### src/rtl/sync_fifo.sv
// Parametrised single-clock FIFO: register-array storage, occupancy count,
// programmable almost-full/almost-empty thresholds and registered error pulses.
module sync_fifo #(
    parameter int unsigned WIDTH    = 8,
    parameter int unsigned DEPTH    = 16,
    parameter int unsigned AW       = $clog2(DEPTH),
    parameter int unsigned AF_LEVEL = DEPTH - 2,
    parameter int unsigned AE_LEVEL = 2
) (
    input  logic             clk,
    input  logic             rst_n,
    input  logic             w_en,
    input  logic [WIDTH-1:0] w_data,
    input  logic             r_en,
    output logic [WIDTH-1:0] r_data,
    output logic             r_valid,
    output logic             full,
    output logic             empty,
    output logic             almost_full,
    output logic             almost_empty,
    output logic [AW:0]      count,
    output logic             overflow,
    output logic             underflow
);

    localparam int unsigned CW = AW + 1;
    localparam logic [AW:0] AfLevel = CW'(AF_LEVEL);
    localparam logic [AW:0] AeLevel = CW'(AE_LEVEL);
    localparam logic [AW:0] Depth   = CW'(DEPTH);

    logic [WIDTH-1:0] mem [DEPTH];

    logic [AW-1:0]    wp_q, rp_q;
    logic [AW:0]      count_q, count_d;
    logic [WIDTH-1:0] r_data_q;
    logic             r_valid_q, overflow_q, underflow_q;
    logic             wa, ra;

    // Flags decode only registered state, so no input reaches an output combinationally.
    assign full         = (count_q == Depth);
    assign empty        = (count_q == '0);
    assign almost_full  = (count_q >= AfLevel);
    assign almost_empty = (count_q <= AeLevel);
    assign count        = count_q;
    assign r_data       = r_data_q;
    assign r_valid      = r_valid_q;
    assign overflow     = overflow_q;
    assign underflow    = underflow_q;

    // A write into a full FIFO is allowed when a read frees the oldest slot the same cycle.
    assign wa = w_en && (!full || r_en);
    assign ra = r_en && !empty;

    always_comb begin
        count_d = count_q;
        unique case ({wa, ra})
            2'b10:   count_d = count_q + 1'b1;
            2'b01:   count_d = count_q - 1'b1;
            default: count_d = count_q;
        endcase
    end

    // Storage is deliberately unreset; old-data-on-collision falls out of NBA ordering.
    always_ff @(posedge clk) begin
        if (wa) begin
            mem[wp_q] <= w_data;
        end
    end

    always_ff @(posedge clk or negedge rst_n) begin
        if (!rst_n) begin
            wp_q        <= '0;
            rp_q        <= '0;
            count_q     <= '0;
            r_data_q    <= '0;
            r_valid_q   <= 1'b0;
            overflow_q  <= 1'b0;
            underflow_q <= 1'b0;
        end else begin
            count_q     <= count_d;
            r_valid_q   <= ra;
            overflow_q  <= w_en && !wa;
            underflow_q <= r_en && !ra;
            if (wa) begin
                wp_q <= wp_q + 1'b1;
            end
            if (ra) begin
                rp_q     <= rp_q + 1'b1;
                r_data_q <= mem[rp_q];
            end
        end
    end

endmodule

### config.mk
export PLATFORM = sky130hd
export DESIGN_NAME = sync_fifo
export DESIGN_NICKNAME = d
export VERILOG_FILES = /design/src/rtl/sync_fifo.sv
export SDC_FILE = /design/constraint.sdc
export NUM_CORES = 1
export LEC_CHECK = 0
export CORE_MARGIN = 1
export CORE_UTILIZATION = 56
export CTS_CLUSTER_DIAMETER = 80
export CTS_CLUSTER_SIZE = 24
export DETAILED_ROUTE_END_ITERATION = 6
export GPL_TIMING_DRIVEN = 0
export MAX_ROUTING_LAYER = met4
export PLACE_DENSITY = 0.74
export SLEW_MARGIN = 20
export SYNTH_ARGS = -nofsm -noshare
export SYNTH_HDL_FRONTEND = slang
export SYNTH_SLANG_ARGS = --single-unit
### constraint.sdc
create_clock -name clk -period 3.42 [get_ports clk]
set_input_delay 0.513 -clock clk [delete_from_list [all_inputs] [get_ports clk]]
set_output_delay 0.513 -clock clk [all_outputs]
set_load 0.03 [all_outputs]
==> metrics.csv <==
metric,value,unit
largest net degree at the start of global routing,25,
total design power,6.35,mW
share of the synthesized area in the top cell type,62.9,%
Syn Nets,339,
hold_buf cts,1,
post-route cell area,7210,um^2
post_cts resized,0,
drt first pass iters,5,
largest area contributor in the netlist,edfxtp_1,
WP data arrival,3.34,ns
compound-cell area share of the yosys netlist,2.36,%
GPL Wtd Cong,0.795,
vias in the first global route,3177,
status,finished clean,
Leak,2.53,nW
async set or reset register ratio after synthesis,15.8,%
Initial DRC Count,296,
CTS tree,yes,
Synth Cell Area,6110,um^2
Adder-Cell Fraction of Synth Area,2.17,%
TritonCTS buffer count,17,
diode count,0,
Critical Path RT,3.87,ns
CP Capture Type,flop,
CTS HTree Levels,4,
MaxCap Viol Count,0,
"Primary FF master, synth",edfxtp_1,
max_slew headroom,37.2,%
PortBufs,31,
Rows,37,
Starting Density,58.4,%
Simple-Gate Fraction of Synth Area,4.10,%
synth unique cells,37,
VDD IR max,0.520,mV
clk slew on worst S/H paths,0.06,ns
final slew viol count,0,
Core ar.,10500,um^2
Setup Buffers After CTS,0,
Final Cycle Share,84.4,%
Placed Instance Area,6600,um^2
clock root buffer,clkbuf_8,
post-route ant nets,0,
clock latency on the worst-skew pair,0.53,ns
synth warn,0,
initial antenna violation count,0,
"FF+latch count, synth",152,
list of most frequent post-synthesis cells,"128 x edfxtp_1, 32 x mux4_2, 24 x dfrtp_1, 22 x nand2_1, 17 x mux2i_1",
per-cell routed wire length,21.8,um
RSZ-0062 raised after global routing,no,
Mapped Cells,317,
Die ar.,11300,um^2
startpoint types,flop,
Synth Area in XOR/XNOR,1.43,%
Final Hold Vio Count,0,
clk_skew,0.00599,ns
critical path start-end classification,reg2reg,
Peak Freq,0.347,GHz
Die W,106,um
drt drc,0,
gr ovfl total,0,
clk sink count,152,
syn avg cell area,19.3,um^2
vias per cell,5.88,
"Core Util, Final",68.9,%
final setup vio count,0,
register area share after synthesis,72.8,%
GRT Total Usage,23.2,%
Post-Route WL,11300,um
PD cells,881,nW/um^2
Crit Path Max Fanout,8,
Hold WS,0.500,ns
I/O pins,32,
fraction of layout instances using a drive strength above 1,23.4,%
die height,106,um
worst hold path type,reg2reg,
"top cells by area, synth","edfxtp_1 63%, mux4_2 12%, dfrtp_1 9.8%",
placed wire-length estimate,7390,um
Post-synth EDFFs,128,
setup tns final,0,ns
worst-margin pin slew,0.938,ns
P&R area growth vs syn,18.0,%
CTS max path bufs,2,
top-count cell post-synth,edfxtp_1,
largest family of logic cells by synthesized area,multiplexers,
proportion of synthesized area in mux cells,15.0,%
Via Count,3042,
first-pass GRT wire length,17600,um
Period minus WS final,2.89,ns
Layout Nets,390,
==> metrics by stage <==
step	worst slack, ns	cells
CTS	0.495	517
global placement	0.0591	484
floorplan	0.611	317
global route	0.351	517
finish	0.534	517
detailed placement	0.223	484
==> critical path: stages, from the launching register on <==
cell     delay (ns)
dfrtp_1        0.47
or4_4          0.60
o21ai_4        0.22
inv_4          0.10
ha_1           0.29
fa_1           0.43
a21o_1         0.18
a21oi_1        0.17
mux2i_1        0.23
xnor2_1        0.13
==> final timing paths <==
check	startpoint	endpoint	slack, ns	depth (start not counted)
min in group asynchronous	rst_n	count[1]$_DFFE_PN0P_	0.51	2
worst max register to register	count[1]$_DFFE_PN0P_	count[4]$_DFFE_PN0P_	0.53	9
max in group asynchronous	rst_n	r_data[3]$_DFFE_PN0P_	2.51	2
worst min-delay path	r_data[5]$_DFFE_PN0P_	r_data[5]$_DFFE_PN0P_	0.50	2
worst max-delay path	count[1]$_DFFE_PN0P_	count[4]$_DFFE_PN0P_	0.53	9
worst min register to register	r_data[5]$_DFFE_PN0P_	r_data[5]$_DFFE_PN0P_	0.50	2
==> where the power goes <==
group          switching (mW)  leakage, nW  internal [mW]
clock network           0.716        0.295           1.15
registers               0.138         1.45           2.30
logic                    1.12        0.785          0.918
total                    1.98         2.53           4.37
==> placed cells by master (no fill, tap or decap), drive strengths merged, types with 2 or more instances in the layout <==
cell           count
dfrtp             24
mux2i             17
edfxtp           128
inv               10
buf               13
nand2b             3
mux2               2
clkdlybuf4s50     30
xnor2              9
nor2              14
nand2             23
bufinv             3
o21ai              5
mux4              32
o221ai             7
nand4              2
ha                 9
a21o               2
nor3               6
clkinv             6
clkbuf            24
a21oi              2
==> final cells by class <==
class | instances | area (um^2)
Multi-Input combinational cell | 141 | 1550
Timing Repair Buffer | 32 | 315
Clock inverter | 12 | 149
Fill cell | 672 | 3260
Tap cell | 136 | 170
Sequential cell | 152 | 4440
Inverter | 8 | 32.5
Buffer | 16 | 103
Clock buffer | 20 | 445
==> cells by family after synthesis <==
group / Yosys count
buf+inv: 24
compound gates: 18
fa+ha+maj: 10
xor+xnor: 10
simple gates: 52
flops: 152
mux: 51
==> per-layer routing <==
metal / up-vias / wire length, um / global-route usage, %
met5: - / 0 / -
met4: 0 / 192 / 8.61
met3: 18 / 836 / 6.74
met2: 121 / 5790 / 35.8
met1: 1548 / 4460 / 29.5
li1: 1355 / - / -
==> registers in the layout, summed over array words and instances, names as in the netlist <==
register   cells
rp_q           4
r_valid        1
overflow       1
underflow      1
mem          128
wp_q           4
r_data         8
count          5
No activity file was read; power rests on OpenSTA's default activity.
